$ cat src/rtl/cc_pkg.sv
// rtl/cc_pkg.sv - shared widths, FSM states and FIFO entry layout for the pixel packer
package cc_pkg;

  localparam int CC_PIX_W   = 16;
  localparam int CC_WORD_W  = 32;
  localparam int CC_ENTRY_W = CC_WORD_W + 2;

  typedef enum logic [1:0] {
    ST_IDLE   = 2'd0,
    ST_ACTIVE = 2'd1,
    ST_FLUSH  = 2'd2
  } cc_state_e;

  // Bit 33 = eof, bit 32 = sof, bits [31:0] = data.
  typedef struct packed {
    logic                 eof;
    logic                 sof;
    logic [CC_WORD_W-1:0] data;
  } cc_entry_t;

  function automatic cc_entry_t cc_make_entry(input logic [CC_WORD_W-1:0] data,
                                              input logic sof, input logic eof);
    cc_entry_t e;
    e.eof  = eof;
    e.sof  = sof;
    e.data = data;
    return e;
  endfunction

endpackage

$ cat src/rtl/cc_sync_fifo.sv
// rtl/cc_sync_fifo.sv - single-clock first-word-fall-through FIFO with registered storage
module cc_sync_fifo #(
  parameter int WIDTH = 34,
  parameter int DEPTH = 16
) (
  input  logic                     clk_i,
  input  logic                     rst_i,
  input  logic                     push_i,
  input  logic [WIDTH-1:0]         push_data_i,
  input  logic                     pop_i,
  output logic [WIDTH-1:0]         pop_data_o,
  output logic                     empty_o,
  output logic [$clog2(DEPTH):0]   count_o
);

  localparam int AW = $clog2(DEPTH);
  localparam int CW = AW + 1;

  logic [WIDTH-1:0] mem_q [DEPTH];
  logic [AW-1:0]    wr_ptr_q, wr_ptr_d;
  logic [AW-1:0]    rd_ptr_q, rd_ptr_d;
  logic [CW-1:0]    count_q, count_d;
  logic             full;
  logic             do_push;
  logic             do_pop;

  assign empty_o = (count_q == '0);
  assign full    = (count_q == CW'(DEPTH));
  assign do_pop  = pop_i && !empty_o;
  // A full FIFO still takes a word when a pop frees a slot in the same cycle.
  assign do_push = push_i && (!full || do_pop);

  always_comb begin
    wr_ptr_d = wr_ptr_q;
    rd_ptr_d = rd_ptr_q;
    count_d  = count_q;
    if (do_push) wr_ptr_d = wr_ptr_q + AW'(1);
    if (do_pop)  rd_ptr_d = rd_ptr_q + AW'(1);
    count_d = count_q + CW'(do_push) - CW'(do_pop);
  end

  always_ff @(posedge clk_i) begin
    if (rst_i) begin
      wr_ptr_q <= '0;
      rd_ptr_q <= '0;
      count_q  <= '0;
    end else begin
      wr_ptr_q <= wr_ptr_d;
      rd_ptr_q <= rd_ptr_d;
      count_q  <= count_d;
    end
  end

  always_ff @(posedge clk_i) begin
    if (do_push) mem_q[wr_ptr_q] <= push_data_i;
  end

  assign pop_data_o = empty_o ? '0 : mem_q[rd_ptr_q];
  assign count_o    = count_q;

endmodule

$ cat src/rtl/cc_pixel_packer.sv
// rtl/cc_pixel_packer.sv - packs 16-bit camera pixels into sof/eof-tagged 32-bit words
// Optional test-pattern source enabled by CC_PIXEL_PACKER_TESTPAT_EN.
module cc_pixel_packer
  import cc_pkg::*;
#(
  parameter int                  FIFO_DEPTH = 16,
  parameter logic [CC_PIX_W-1:0] PAD_VALUE  = 16'h0000
) (
  input  logic                 cmos_clk_i,
  input  logic                 rst,
  input  logic [CC_PIX_W-1:0]  cmos_data_i,
  input  logic                 cmos_valid_i,
  input  logic                 cc_enabled,
`ifdef CC_PIXEL_PACKER_TESTPAT_EN
  input  logic                 test_en_i,
`endif
  output logic [CC_WORD_W-1:0] out_data,
  output logic                 out_sof,
  output logic                 out_eof,
  output logic                 out_valid,
  input  logic                 out_ready,
  output logic [31:0]          words_per_frame,
  output logic                 overflow,
  output logic [15:0]          drop_count
);

  localparam int CW = $clog2(FIFO_DEPTH) + 1;

  cc_state_e           state_q, state_d;
  logic                en_q, en_d;
  logic                arm_q, arm_d;
  logic                phase_q, phase_d;
  logic [CC_PIX_W-1:0] half_q, half_d;
  logic                stg_valid_q, stg_valid_d;
  cc_entry_t           stg_q, stg_d;
  logic                first_q, first_d;
  logic [31:0]         word_cnt_q, word_cnt_d;
  logic [31:0]         wpf_q, wpf_d;
  logic                overflow_q, overflow_d;
  logic [15:0]         drop_q, drop_d;

  logic                rise, fall, accept;
  logic                push, drop, pop;
  cc_entry_t           push_entry;
  logic [CC_PIX_W-1:0] pix;
  logic                fifo_empty;
  logic [CW-1:0]       fifo_count;
  logic                fifo_full;
  logic [CC_ENTRY_W-1:0] fifo_dout;
  cc_entry_t           head;

`ifdef CC_PIXEL_PACKER_TESTPAT_EN
  logic [CC_PIX_W-1:0] pat_q, pat_d;
  assign pix = test_en_i ? pat_q : cmos_data_i;
`else
  assign pix = cmos_data_i;
`endif

  // arm_q blocks a frame that was already running when reset released.
  assign rise      = cc_enabled && !en_q && arm_q;
  assign fall      = !cc_enabled && en_q;
  assign accept    = (state_q == ST_ACTIVE) && cc_enabled && cmos_valid_i;
  assign pop       = out_valid && out_ready;
  assign fifo_full = (fifo_count == CW'(FIFO_DEPTH));
  assign drop      = push && fifo_full && !pop;

  always_comb begin
    state_d     = state_q;
    en_d        = cc_enabled;
    arm_d       = arm_q || !cc_enabled;
    phase_d     = phase_q;
    half_d      = half_q;
    stg_valid_d = stg_valid_q;
    stg_d       = stg_q;
    first_d     = first_q;
    word_cnt_d  = word_cnt_q;
    wpf_d       = wpf_q;
    overflow_d  = overflow_q;
    drop_d      = drop_q;
    push        = 1'b0;
    push_entry  = stg_q;
`ifdef CC_PIXEL_PACKER_TESTPAT_EN
    pat_d       = pat_q;
`endif

    case (state_q)
      ST_IDLE: begin
        if (rise) begin
          state_d    = ST_ACTIVE;
          phase_d    = 1'b0;
          word_cnt_d = '0;
          first_d    = 1'b1;
`ifdef CC_PIXEL_PACKER_TESTPAT_EN
          pat_d      = '0;
`endif
        end
      end
      ST_ACTIVE: begin
        if (accept) begin
`ifdef CC_PIXEL_PACKER_TESTPAT_EN
          pat_d = pat_q + 16'd1;
`endif
          if (!phase_q) begin
            half_d  = pix;
            phase_d = 1'b1;
          end else begin
            push        = stg_valid_q;
            stg_d       = cc_make_entry({pix, half_q}, first_q, 1'b0);
            stg_valid_d = 1'b1;
            first_d     = 1'b0;
            phase_d     = 1'b0;
          end
        end else if (fall) begin
          state_d = ST_FLUSH;
          if (phase_q) begin
            push        = stg_valid_q;
            stg_d       = cc_make_entry({PAD_VALUE, half_q}, first_q, 1'b0);
            stg_valid_d = 1'b1;
            first_d     = 1'b0;
            phase_d     = 1'b0;
          end
        end
      end
      ST_FLUSH: begin
        state_d = ST_IDLE;
        if (stg_valid_q) begin
          push        = 1'b1;
          push_entry  = cc_make_entry(stg_q.data, stg_q.sof, 1'b1);
          stg_valid_d = 1'b0;
          wpf_d       = word_cnt_q + 32'd1;
        end else begin
          wpf_d = word_cnt_q;
        end
      end
      default: state_d = ST_IDLE;
    endcase

    if (push) word_cnt_d = word_cnt_q + 32'd1;
    if (drop) begin
      overflow_d = 1'b1;
      if (drop_q != 16'hFFFF) drop_d = drop_q + 16'd1;
    end
  end

  always_ff @(posedge cmos_clk_i) begin
    if (rst) begin
      state_q     <= ST_IDLE;
      en_q        <= 1'b0;
      arm_q       <= 1'b0;
      phase_q     <= 1'b0;
      half_q      <= '0;
      stg_valid_q <= 1'b0;
      stg_q       <= '0;
      first_q     <= 1'b0;
      word_cnt_q  <= '0;
      wpf_q       <= '0;
      overflow_q  <= 1'b0;
      drop_q      <= '0;
`ifdef CC_PIXEL_PACKER_TESTPAT_EN
      pat_q       <= '0;
`endif
    end else begin
      state_q     <= state_d;
      en_q        <= en_d;
      arm_q       <= arm_d;
      phase_q     <= phase_d;
      half_q      <= half_d;
      stg_valid_q <= stg_valid_d;
      stg_q       <= stg_d;
      first_q     <= first_d;
      word_cnt_q  <= word_cnt_d;
      wpf_q       <= wpf_d;
      overflow_q  <= overflow_d;
      drop_q      <= drop_d;
`ifdef CC_PIXEL_PACKER_TESTPAT_EN
      pat_q       <= pat_d;
`endif
    end
  end

  cc_sync_fifo #(
    .WIDTH (CC_ENTRY_W),
    .DEPTH (FIFO_DEPTH)
  ) u_fifo (
    .clk_i       (cmos_clk_i),
    .rst_i       (rst),
    .push_i      (push),
    .push_data_i (push_entry),
    .pop_i       (pop),
    .pop_data_o  (fifo_dout),
    .empty_o     (fifo_empty),
    .count_o     (fifo_count)
  );

  assign head            = fifo_dout;
  assign out_valid       = !fifo_empty;
  assign out_data        = head.data;
  assign out_sof         = head.sof;
  assign out_eof         = head.eof;
  assign words_per_frame = wpf_q;
  assign overflow        = overflow_q;
  assign drop_count      = drop_q;

endmodule

$ cat config.mk
export PLATFORM = sky130hd
export DESIGN_NAME = cc_pixel_packer
export DESIGN_NICKNAME = d
export VERILOG_FILES = /design/src/rtl/cc_pkg.sv /design/src/rtl/cc_sync_fifo.sv /design/src/rtl/cc_pixel_packer.sv
export SDC_FILE = /design/constraint.sdc
export NUM_CORES = 1
export LEC_CHECK = 0
export ABC_CLOCK_PERIOD_IN_PS = 5460
export CORE_ASPECT_RATIO = 0.8
export CORE_MARGIN = 2
export CORE_UTILIZATION = 50
export CTS_BUF_LIST = sky130_fd_sc_hd__clkbuf_8
export CTS_CLUSTER_SIZE = 24
export DETAILED_ROUTE_END_ITERATION = 7
export GPL_TIMING_DRIVEN = 0
export PLACE_DENSITY_LB_ADDON = 0.25
export SLEW_MARGIN = 40
export SYNTH_ARGS = -nofsm -noshare
export SYNTH_HDL_FRONTEND = slang
export SYNTH_HIERARCHICAL = 1
export SYNTH_SLANG_ARGS = --single-unit
export TNS_END_PERCENT = 1
$ cat constraint.sdc
create_clock -name cmos_clk_i -period 5.46 [get_ports cmos_clk_i]
set_clock_uncertainty 0.2 [all_clocks]
set_input_delay 1.092 -clock cmos_clk_i [delete_from_list [all_inputs] [get_ports cmos_clk_i]]
set_output_delay 1.092 -clock cmos_clk_i [all_outputs]
set_load 0.05 [all_outputs]
# Word-level counts from Yosys, hierarchy flattened
# Memory sizes are Yosys's and may differ from the RTL's. A register that Yosys moved wholly into a read port is not among the register bits.
# Cells that the tools add are included.
[totals] regBits=151 latch_bits=0 ramBits=544 mem_bits_ro=0 in_bits=21 memories=1
[op_classes] add_sub_neg=6 mul=0 div_mod_pow=0 order_cmp=0 eq_ne=10 shift=0 muxes=38 n_bitwise=1 n_reduce_logical=31
[mem_list] memory="u_fifo.mem_q" words=16 width=34 rd=1 rd_clocked_by_memory_dff=1 write_ports=1 line_no="cc_sync_fifo.sv:19" text="logic [WIDTH-1:0] mem_q [DEPTH];"
[ops] cell="$mux W34" count=7
[ops] cell="$mux W32" count=4
[ops] cell="$add A32 B1 Y32 const B" count=1
[ops] cell="$mux W1" count=17
[ops] cell="$add A16 B1 Y16 const B" count=1
[ops] cell="$ne A16 B16 Y1 const B" count=1
[ops] cell="$logic_and A1 B1 Y1" count=10
[ops] cell="$ne A2 B2 Y1 const B" count=5
[ops] cell="$reduce_bool A2 Y1" count=5
[ops] cell="$reduce_and A3 Y1" count=3
[ops] cell="$add A4 B1 Y4 const B" count=2
[ops] cell="$mux W4" count=2
[ops] cell="$pmux W1 S2" count=4
[ops] cell="$mux W2" count=3
[ops] cell="$reduce_and A2 Y1" count=3
[ops] cell="$add A5 B1 Y5" count=1
[ops] cell="$eq A5 B5 Y1 const B" count=1
[ops] cell="$logic_not A1 Y1" count=5
[ops] cell="$logic_not A5 Y1" count=1
[ops] cell="$sub A5 B1 Y5" count=1
[ops] cell="$pmux W2 S2" count=1
[ops] cell="$reduce_and A4 Y1" count=1
[ops] cell="$ne A3 B3 Y1 const B" count=1
[ops] cell="$eq A2 B1 Y1 const B" count=1
[ops] cell="4 further kinds" count=5

# Depth between registers and ports, before layout
# Gate-level depths: netlist (run 1).
[logic_depth] ltp_word=8 ltp_mapped=18 mapped_depth_nobuf=16

# Cells and area by module
# Netlist (run 1), hierarchy kept.
[by_module_without_submodules] module="cc_sync_fifo" instances=1 cells_each=943 area_each_um2=21430.6 seq_area_each_um2=16676.0
[by_module_without_submodules] module="cc_pixel_packer" instances=1 cells_each=754 area_each_um2=6258.5 seq_area_each_um2=2742.6

# Worst setup path after synthesis (run 1)
# Ideal clock, no wire load.
[synth_path] kind="input -> register" from="input cc_enabled" to="memory u_fifo.mem_q[2][0] (enable)" arrival_ns=4.570 required_time_ns=4.793 slack_ns=0.223 cell_stages=7 cell_sequence="mux2_2 a21oi_4 clkinv_1 buf_1 o21a_1 nand2_1 nor3_1"
[synth_between] elab_chain_len=8
[synth_rtl] item="from (decl)" line_no="cc_pixel_packer.sv:13" text="input logic cc_enabled,"
[synth_rtl] item="$logic_not A1 Y1" line_no="cc_pixel_packer.sv:61" text="assign fall = !cc_enabled && en_q;"
[synth_rtl] item="$logic_and A1 B1 Y1" line_no="cc_pixel_packer.sv:61"
[synth_rtl] item="$mux W1" line_no="cc_pixel_packer.sv:113" text="end else if (fall) begin"
[synth_rtl] item="$mux W1 *" line_no="cc_pixel_packer.sv:99" text="if (accept) begin"
[synth_rtl] item="$pmux W1 S2 *" line_no="cc_pixel_packer.sv:86" text="case (state_q)"
[synth_rtl] item="via push" line_no="cc_pixel_packer.sv:43" text="logic push, drop, pop;"
[synth_rtl] item="$logic_and A1 B1 Y1 *" line_no="cc_sync_fifo.sv:31" text="assign do_push = push_i && (!full || do_pop);"
[synth_rtl] item="$mux W1 *" line_no="cc_sync_fifo.sv:55" text="if (do_push) mem_q[wr_ptr_q] <= push_data_i;"
[synth_rtl] item="$mux W1 (implied by the code) *" line_no="cc_sync_fifo.sv:55"
[synth_rtl] item="to (decl)" line_no="cc_sync_fifo.sv:19"
# The timed path passes the listed nets; every way through them passes the cells marked *.

==> results of run 1 <==
state kept, by name, summed over array words and instances, names as in the netlist, named ones only:
| register | count |
|---|---|
| half_q | 16 |
| stg_q | 33 |
| first_q | 1 |
| u_fifo/rd_ptr_q | 4 |
| drop_count | 16 |
| u_fifo/count_o | 5 |
| words_per_frame | 32 |
| en_q | 1 |
| overflow | 1 |
| u_fifo/mem_q | 544 |
| arm_q | 1 |
| u_fifo/wr_ptr_q | 4 |
| phase_q | 1 |
| stg_valid_q | 1 |
| word_cnt_q | 32 |
| state_q | 2 |
cell families after synthesis:
logic type | synth area share [%]
multiplexers | 12.4
AO/OA/AOI/OAI | 5.92
flip-flops | 70.1
XOR/XNOR | 1.33
buffers and inverters | 2.23
adder cells (fa/ha/maj) | 0.795
AND/OR/NAND/NOR | 7.15
power groups by stage:
stage | clock network, uW | logic, uW | registers [uW]
global placement | 0 | 1990 | 5820
global route | 4380 | 2130 | 5710
detailed placement | 0 | 2010 | 5820
floorplan | 0 | 1340 | 5830
finish | 4070 | 2010 | 5710
CTS | 4140 | 2020 | 5710
cell usage in the layout, fill, tap and decap left out, types with 7 or more instances in the layout:
master | synthesis | layout
dfxtp_1 | 154 | 154
nand2b_1 | 8 | 8
edfxtp_1 | 544 | 544
nor2_1 | 96 | 83
ha_1 | 16 | 16
nand4_1 | 28 | 28
nor4_1 | 10 | 9
clkbuf_2 | 2 | 7
and2_1 | 8 | 8
clkdlybuf4s50_1 | 0 | 104
a311oi_1 | 18 | 18
nand3_1 | 35 | 35
nor2_4 | 0 | 13
mux2i_1 | 36 | 36
a21oi_1 | 65 | 65
clkinv_2 | 0 | 10
nor3_1 | 46 | 42
a22oi_1 | 17 | 17
buf_16 | 0 | 15
clkinv_1 | 2 | 14
o21ai_0 | 22 | 22
and3_1 | 12 | 12
o31ai_1 | 8 | 8
xor2_1 | 28 | 28
clkbuf_8 | 0 | 118
buf_8 | 0 | 10
buf_4 | 0 | 15
inv_1 | 22 | 70
a221o_1 | 34 | 34
mux4_2 | 136 | 136
clkbuf_1 | 52 | 48
a31oi_1 | 7 | 7
a211oi_1 | 31 | 31
buf_2 | 44 | 56
nand2_1 | 111 | 111
buf_1 | 12 | 9
xnor2_1 | 14 | 14
or3_1 | 9 | 9
how the worst max path moves through the flow:
stage,startpoint,end
after detailed placement,cc_enabled,u_fifo/mem_q[0][8]
after floorplan,cc_enabled,u_fifo/mem_q[2][0]
final,register,out_data[24]
after global placement,cc_enabled,u_fifo/mem_q[1][8]
after CTS,register,out_sof
after global routing,register,out_sof
tightest hold or removal path: stages, from the launching register on:
cell	delay, ns
dfxtp_1	0.31
nand2_1	0.05
a21oi_1	0.05
per-stage QoR:
stage	instances	power, uW
3_3_place_gp	2551	7810
6_report	2797	11800
3_5_place_dp	2600	7830
5_1_grt	2797	12200
2_1_floorplan	1697	7170
4_1_cts	2796	11900
metal layers:
metal / wire (microns) / up-vias / part of all wire [%]
met4: 1320 / 0 / 1.9
met5: 0 / - / 0
li1: - / 7282 / -
met3: 6120 / 92 / 9.0
met2: 30600 / 742 / 45
met1: 30200 / 8542 / 44
final cells by class:
class / instances / area [sq um]
multi-input combinational: 860 / 7780
fill: 4103 / 22500
clock inverter: 78 / 385
clock buffer: 118 / 1620
timing repair buffer: 154 / 1760
buffer: 115 / 538
sequential: 698 / 19400
tap: 750 / 938
inverter: 24 / 90.1
==> impl_metrics.json, run 1 <==
{
  "status": "complete, no violations",
  "p_comb_share_pct": 17.1,
  "max_freq_mhz": 189,
  "worstSetupPathDepth": 7,
  "core_sq_um": 55000,
  "synth_ff_type": "edfxtp_1",
  "cts_buffers": 107,
  "drt_wl_total_microns": 68300,
  "routabilityCongestion": 0.913,
  "ant_nets": 0,
  "grtUsageTotal_pct": 24.3,
  "rr_startpoint": "u_fifo/count_o[3]",
  "swShare_pct": 28.0,
  "period_minus_slack_ns": 5.28,
  "place_area_sq_um": 30500,
  "htree_levels": 3,
  "fin_setup_tns_ns": 0,
  "vias": 16700,
  "reg2reg_to": "u_fifo/mem_q[0][11]",
  "timing.final.crit_share_pct": 96.7,
  "ys_types": 65,
  "start_util_pct": 50.3,
  "hold_violations": 0,
  "synth_top_cell_by_area": "edfxtp_1",
  "cts_tree": "yes",
  "path_clk_slew_ns": 0.06,
  "setup_viol": 0,
  "powerDensity_nw_per_um2": 362,
  "synth_common_cells": "edfxtp_1 (544), dfxtp_1 (154), mux4_2 (136), nand2_1 (111), nor2_1 (96)",
  "io_pins": 105,
  "globalRouteMet2Util_pct": 35.6,
  "critPathCaptureType": "output pin",
  "busiest_layer": "met1",
  "crit_chain": "buf_2 -> buf_2 -> buf_2 -> mux2i_1 -> nor3_1 -> a221o_1 -> clkdlybuf4s50_1",
  "grt_pass1_vias": 16500,
  "relSlewSlack_pct": 40.2,
  "arrival_ns": 3.99,
  "hold_start": "half_q[14]",
  "setup_ws_ns": 0.178,
  "clk_latency_ns": 0.71,
  "drc": 0,
  "path_delay_family": "buffers and inverters",
  "use_met3_pct": 5.60,
  "synth_nets": 1735,
  "reg2reg_slack_ns": 0.62,
  "cp_common_cell": "buf_2",
  "cellLeakagePower_uw": 0.0107,
  "cts_buffer_depth": 3,
  "p_switching_uw": 3300,
  "whs_ns": 0.258,
  "synth_area_leaders": "edfxtp_1 (59%), dfxtp_1 (11%), mux4_2 (11%), nand2_1 (1.5%), mux2i_1 (1.3%)",
  "min_to": "stg_q[14]",
  "ff2ff_path_depth": 15,
  "die_w_microns": 267,
  "place_hpwl_microns": 47600,
  "worst_pin_slew_ns": 0.896,
  "ir_drop_mv": 0.479,
  "critical_path_buf_inv_count": 4,
  "slew_violations": 0,
  "critical_path.max_fanout": 10,
  "avgRoutedWirePerCell_microns": 24.4,
  "grt_max_degree": 18,
  "maxCapViolCount": 0,
  "hp-class": "register to register",
  "clockRootBuffer": "clkbuf_8",
  "synth_top_area_share_pct": 59.0,
  "dieHeight_microns": 214,
  "ys_warn_count": 6,
  "internal_power_uw": 8490,
  "portBuffers": 104,
  "cts_hold_buf": 0,
  "ys_ff_latch": 698,
  "syn_area_per_cell_sq_um": 16.3,
  "async_flop_share_pct": 0,
  "place_ws_ns": 0.258,
  "dieArea_sq_um": 57300,
  "synthToLayoutAreaGrowth_pct": 17.5,
  "crit_type": "register to output pin",
  "numClockSinks": 698,
  "std_cell_rows": 77,
  "pwr-share-seq_pct": 48.4,
  "antennaDiodeCount": 0,
  "final_util_pct": 59.1,
  "grt_overflow_total": 0,
  "synthCells": 1697,
  "clock_power_share_pct": 34.5,
  "antenna_found_initial": 1,
  "drive_above_1_share_pct": 20.5,
  "syn-cell-area_sq_um": 27700,
  "max_stage_delay_ns": 0.80,
  "fin_nets": 1998,
  "via_per_inst": 5.96,
  "grt_first_pass_wirelength_microns": 103000,
  "synth_edf_count": 544,
  "startpoint_type": "register",
  "use_met1_pct": 36.4,
  "drt_pass1_iterations": 5,
  "required_ns": 4.17,
  "final_cell_area_sq_um": 32500,
  "yosysMostFrequentCell": "edfxtp_1",
  "yosysSeqAreaShare_pct": 70.1,
  "rsz0062_at_grt": "false",
  "slowest_stage": "clkdlybuf4s50_1",
  "cts-resized-gates": 4,
  "drtIter0Drc": 1738,
  "cts_setup_buffers": 0,
  "worstHoldPathCells": 2
}
Power figures use the tool's default switching activity.
==> run 2, diff against run 1 <==
Settings changed: CTS_CLUSTER_SIZE 24 to not set, PLACE_DENSITY set to 0.75, PLACE_DENSITY_LB_ADDON 0.25 to not set.
==> run 2 against run 1 <==
Net effect: non-clock buffer count rose by 6; critical endpoint is now out_data[1]; core utilization fell by 0.10 points; sequential share of layout area rose by 0.11 points.
==> impl_metrics.json, run 2 (synthesis gave the netlist of run 1 again) <==
{
  "path_clk_slew_ns": 0.07,
  "cts_buffers": 102,
  "grt_max_degree": 18,
  "antennaDiodeCount": 0,
  "rsz0062_at_grt": "false",
  "multiInputGateArea_sq_um": 7770,
  "place_hpwl_microns": 46600,
  "core_sq_um": 55000,
  "reg_top3": "u_fifo/mem_q x544, stg_q x33",
  "hold_start": "arm_q",
  "cellLeakagePower_uw": 0.0107,
  "relSlewSlack_pct": 40.5,
  "grt_first_pass_wirelength_microns": 103000,
  "grt_pass1_vias": 16600,
  "ir_drop_mv": 0.285,
  "slew_violations": 0,
  "drtIter0Drc": 1826,
  "io_pins": 105,
  "drive_above_1_share_pct": 20.6,
  "ant_nets": 0,
  "grt_overflow_total": 0,
  "min_to": "arm_q",
  "portBuffers": 104,
  "dieHeight_microns": 214,
  "largest_reg_flops": 544,
  "cts_buffer_depth": 3,
  "regMostFlops": "u_fifo/mem_q",
  "std_cell_rows": 77,
  "antenna_found_initial": 0,
  "vias": 16900,
  "timing.final.crit_share_pct": 98.2,
  "status": "complete, no violations",
  "hp-class": "register to register",
  "dieArea_sq_um": 57300,
  "cts_tree": "yes",
  "hold_violations": 0,
  "final_common_cell": "edfxtp_1",
  "arrival_ns": 4.07,
  "whs_ns": 0.258,
  "htree_levels": 3,
  "setup_viol": 0,
  "critical_path.max_fanout": 10,
  "period_minus_slack_ns": 5.36,
  "crit_type": "register to output pin",
  "grtUsageTotal_pct": 24.1,
  "avgRoutedWirePerCell_microns": 24.6,
  "mostFrequentLayoutCells": "edfxtp_1 (544), dfxtp_1 (154), mux4_2 (136)",
  "clk_latency_ns": 0.74,
  "maxCapViolCount": 0,
  "reg2reg_to": "u_fifo/mem_q[0][12]",
  "drc": 0,
  "cts_setup_buffers": 0,
  "worst_pin_slew_ns": 0.892,
  "startpoint_type": "register",
  "numClockSinks": 698,
  "critPathCaptureType": "output pin",
  "rr_startpoint": "u_fifo/count_o[2]",
  "routabilityCongestion": 0.859,
  "seq_area_sq_um": 19400,
  "cts_hold_buf": 0,
  "drt_wl_total_microns": 68600,
  "required_ns": 4.17,
  "clockRootBuffer": "clkbuf_8",
  "die_w_microns": 267,
  "powerDensity_nw_per_um2": 361,
  "via_per_inst": 6.03,
  "max_freq_mhz": 186,
  "ff2ff_path_depth": 15,
  "drt_pass1_iterations": 7,
  "n_fill_cell": 4008,
  "worstHoldPathCells": 2,
  "fin_nets": 1999,
  "reg2reg_slack_ns": 0.72,
  "final_util_pct": 59.0,
  "start_util_pct": 50.3,
  "synthToLayoutAreaGrowth_pct": 17.3
}
==> run 2: cell types whose count changed in the layout (fill, tap and decap cells not counted), moves of 2 or more <==
cell,change
buf_8,+14
buf_16,-10
clkinv_2,-5
clkinvlp_4,-4
buf_4,+2
buf_6,+2
inv_1,-2
inv_12,+2
==> run 2: layout make-up <==
cell class | instances | share of cell area (%)
buffer | 115 | 1.67
multi-input combinational | 860 | 23.9
timing repair buffer | 160 | 5.32
clock buffer | 118 | 5.00
inverter | 24 | 0.277
tap | 750 | 2.89
clock inverter | 70 | 1.14
sequential | 698 | 59.8
==> run 2: timing repair <==
item                                    in CTS  in global routing
cloned                                       0                  0
resized for setup                            2                  6
endpoints found under the setup margin      23                 22
==> run 2: worst max-delay path by stage <==
stage	start	endpoint	slack, ns	cells after the start
3_5_place_dp	cc_enabled	u_fifo/count_o[4]	0.26	15
2_1_floorplan	cc_enabled	u_fifo/mem_q[2][0]	0.22	7
6_report	register	out_data[1]	0.1	7
4_1_cts	u_fifo/count_o[2]	out_data[8]	0.02	9
3_3_place_gp	cc_enabled	u_fifo/mem_q[1][15]	-3.38	8
5_1_grt	register	out_data[1]	0.004	7
==> run 2: stage by stage <==
step                      worst slack [ns]  TNS (ns)  std cells  total power [uW]  area [sq um]
after floorplan                      0.223         0       1697              7170         27700
after global placement               -3.38  -1034.45       2551              7770         29700
after detailed placement             0.258         0       2606              7800         30500
after CTS                           0.0200         0       2794             11800         32500
after global routing               0.00439         0       2795             12100         32500
final                               0.0956         0       2795             11700         32500
==> run 2: critical path, stage by stage, from the launching register on <==
cell	delay (ns)
dfxtp_1	0.31
clkbuf_1	0.50
clkbuf_1	0.74
mux4_2	0.43
mux2i_1	0.18
nor3_1	0.06
a221o_1	0.38
clkdlybuf4s50_1	0.75
==> run 2: where the power goes <==
group	switching (uW)	internal, uW	total (uW)
logic	1240	733	1970
registers	27.9	5680	5710
clock network	1980	2080	4060
total	3250	8490	11700
==> run 2: layer usage <==
| metal | track usage [%] | share of wire (%) | up-vias | routed length (microns) |
|---|---|---|---|---|
| met5 | 0 | 0 | - | 0 |
| met4 | 7.25 | 2.5 | 0 | 1690 |
| met2 | 37.3 | 47 | 879 | 32100 |
| met3 | 5.54 | 9.6 | 119 | 6610 |
| met1 | 34.3 | 41 | 8596 | 28200 |
| li1 | - | - | 7268 | - |
==> run 3, diff against run 2 <==
Settings changed: CTS_BUF_LIST sky130_fd_sc_hd__clkbuf_8 to not set.
==> run 3 against run 2 <==
Net effect: clock power grew 15%; worst setup slack got worse by 0.0081 ns; final area up 0.74%; combinational power about the same; routed wire length up 0.25%; die area did not move; register-to-register slack worse by 0.06 ns; fmax shrank 0.15%; worst hold slack worse by 0.00084 ns; core utilization is 0.44 points higher; flip-flop and latch count unchanged; critical endpoint is now out_data[26]; largest cell class unchanged; highest routed layer unchanged.
==> impl_metrics.json, run 3 (synthesis gave the netlist of run 1 again) <==
{
  "cts-resized-gates": 0,
  "regMostFlops": "u_fifo/mem_q",
  "period_minus_slack_ns": 5.37,
  "relSlewSlack_pct": 39.2,
  "clockRootBuffer": "clkbuf_16",
  "hold_start": "arm_q",
  "mostFrequentLayoutCells": "edfxtp_1 (544), dfxtp_1 (154), mux4_2 (136)",
  "largest_reg_flops": 544,
  "clk_latency_ns": 0.62,
  "fin_setup_tns_ns": 0,
  "final_common_cell": "edfxtp_1",
  "max_freq_mhz": 186,
  "synthToLayoutAreaGrowth_pct": 18.2,
  "hp-class": "register to register",
  "ff2ff_path_depth": 15,
  "vias": 16600,
  "portBuffers": 104,
  "critPathCaptureType": "output pin",
  "dieHeight_microns": 214,
  "path_clk_slew_ns": 0.06,
  "required_ns": 4.17,
  "via_per_inst": 6.09,
  "critical_path.max_fanout": 10,
  "cts_setup_buffers": 0,
  "worst_pin_slew_ns": 0.913,
  "std_cell_rows": 77,
  "antenna_found_initial": 0,
  "cts_buffers": 69,
  "crit_type": "register to output pin",
  "drive_above_1_share_pct": 19.6,
  "powerDensity_nw_per_um2": 378,
  "core_sq_um": 55000,
  "grt_max_degree": 18,
  "maxCapViolCount": 0,
  "arrival_ns": 4.08,
  "place_area_sq_um": 30500,
  "die_w_microns": 267,
  "cts_buffer_depth": 3,
  "timing.final.crit_share_pct": 98.4,
  "min_to": "arm_q",
  "reg2reg_to": "u_fifo/mem_q[2][15]",
  "drt_pass1_iterations": 5,
  "reg_top3": "u_fifo/mem_q x544, stg_q x33",
  "htree_levels": 3,
  "dieArea_sq_um": 57300,
  "cts_tree": "yes",
  "ir_drop_mv": 0.298,
  "drc": 0,
  "start_util_pct": 50.3,
  "grt_pass1_vias": 16600,
  "cellLeakagePower_uw": 0.0106,
  "hold_violations": 0,
  "rsz0062_at_grt": "false",
  "grt_overflow_total": 0,
  "fin_nets": 1966,
  "power_uw": 12400,
  "rr_startpoint": "u_fifo/count_o[2]",
  "drt_wl_total_microns": 68800,
  "grt_first_pass_wirelength_microns": 103000,
  "reg2reg_slack_ns": 0.66,
  "grtUsageTotal_pct": 24.2,
  "routabilityCongestion": 0.859,
  "avgRoutedWirePerCell_microns": 25.2,
  "final_cell_area_sq_um": 32700,
  "ant_nets": 0,
  "setup_viol": 0,
  "worstHoldPathCells": 2,
  "antennaDiodeCount": 0,
  "drtIter0Drc": 1657,
  "status": "complete, no violations",
  "place_hpwl_microns": 46600,
  "slew_violations": 0,
  "startpoint_type": "register",
  "numClockSinks": 698,
  "cts_hold_buf": 0,
  "io_pins": 105
}
==> run 3: changes by cell type in the layout (fill, tap and decap cells not counted), moves of 3 or more <==
cell	previous run	this run
clkinv_1	13	10
inv_1	68	22
clkbuf_16	0	71
clkbuf_8	118	6
clkbuf_1	47	67
clkinv_2	5	10
==> run 3: area by class of cell <==
type | count | area, sq um
plain buffers | 115 | 537
clock buffers | 96 | 1930
clock inverters | 32 | 314
fillers | 3977 | 22300
inverters | 24 | 90.1
multi-input cells | 860 | 7760
flip-flops and latches | 698 | 19400
well taps | 750 | 938
repair buffers | 160 | 1730
==> run 3: worst max path at each step <==
stage,slack [ns],end,cells past startpoint,startpoint
2_1_floorplan,0.22,u_fifo/mem_q[2][0],7,cc_enabled
3_3_place_gp,-3.38,u_fifo/mem_q[1][15],8,cc_enabled
3_5_place_dp,0.26,u_fifo/count_o[4],15,cc_enabled
4_1_cts,0.007,out_data[1],6,register
5_1_grt,0.01,out_data[26],7,register
6_report,0.09,out_data[26],7,register
==> run 3: where the power goes <==
part / switching (uW) / internal [uW]
registers: 28.0 / 5680
clock network: 2020 / 2650
logic: 1240 / 732
total: 3290 / 9060
==> run 3: metal layers <==
layer	up-vias	share of wire [%]	track usage, %
met5	-	0	0
met4	0	3.2	8.00
met3	152	10	6.83
met2	860	46	37.6
met1	8447	40	33.1
li1	7185	-	-
==> run 3: through the flow <==
| stage | utilization [%] | setup WS [ns] | hold slack [ns] | cells |
|---|---|---|---|---|
| 3_5_place_dp | 55.4 | 0.258 | 0.249 | 2606 |
| 4_1_cts | 59.5 | 0.00737 | 0.258 | 2734 |
| 6_report | 59.5 | 0.0875 | 0.257 | 2735 |
| 3_3_place_gp | 53.9 | -3.38 | 0.240 | 2551 |
| 5_1_grt | 59.5 | 0.0134 | 0.273 | 2735 |
| 2_1_floorplan | - | 0.223 | 0.230 | 1697 |
==> run 3: worst max-delay path: stages (launching register included) <==
cell and delay (ns):
dfxtp_1 0.31, buf_2 0.33, buf_2 0.41, buf_2 0.46
buf_2 0.47, mux4_2 0.39, a221o_1 0.36, clkdlybuf4s50_1 0.72
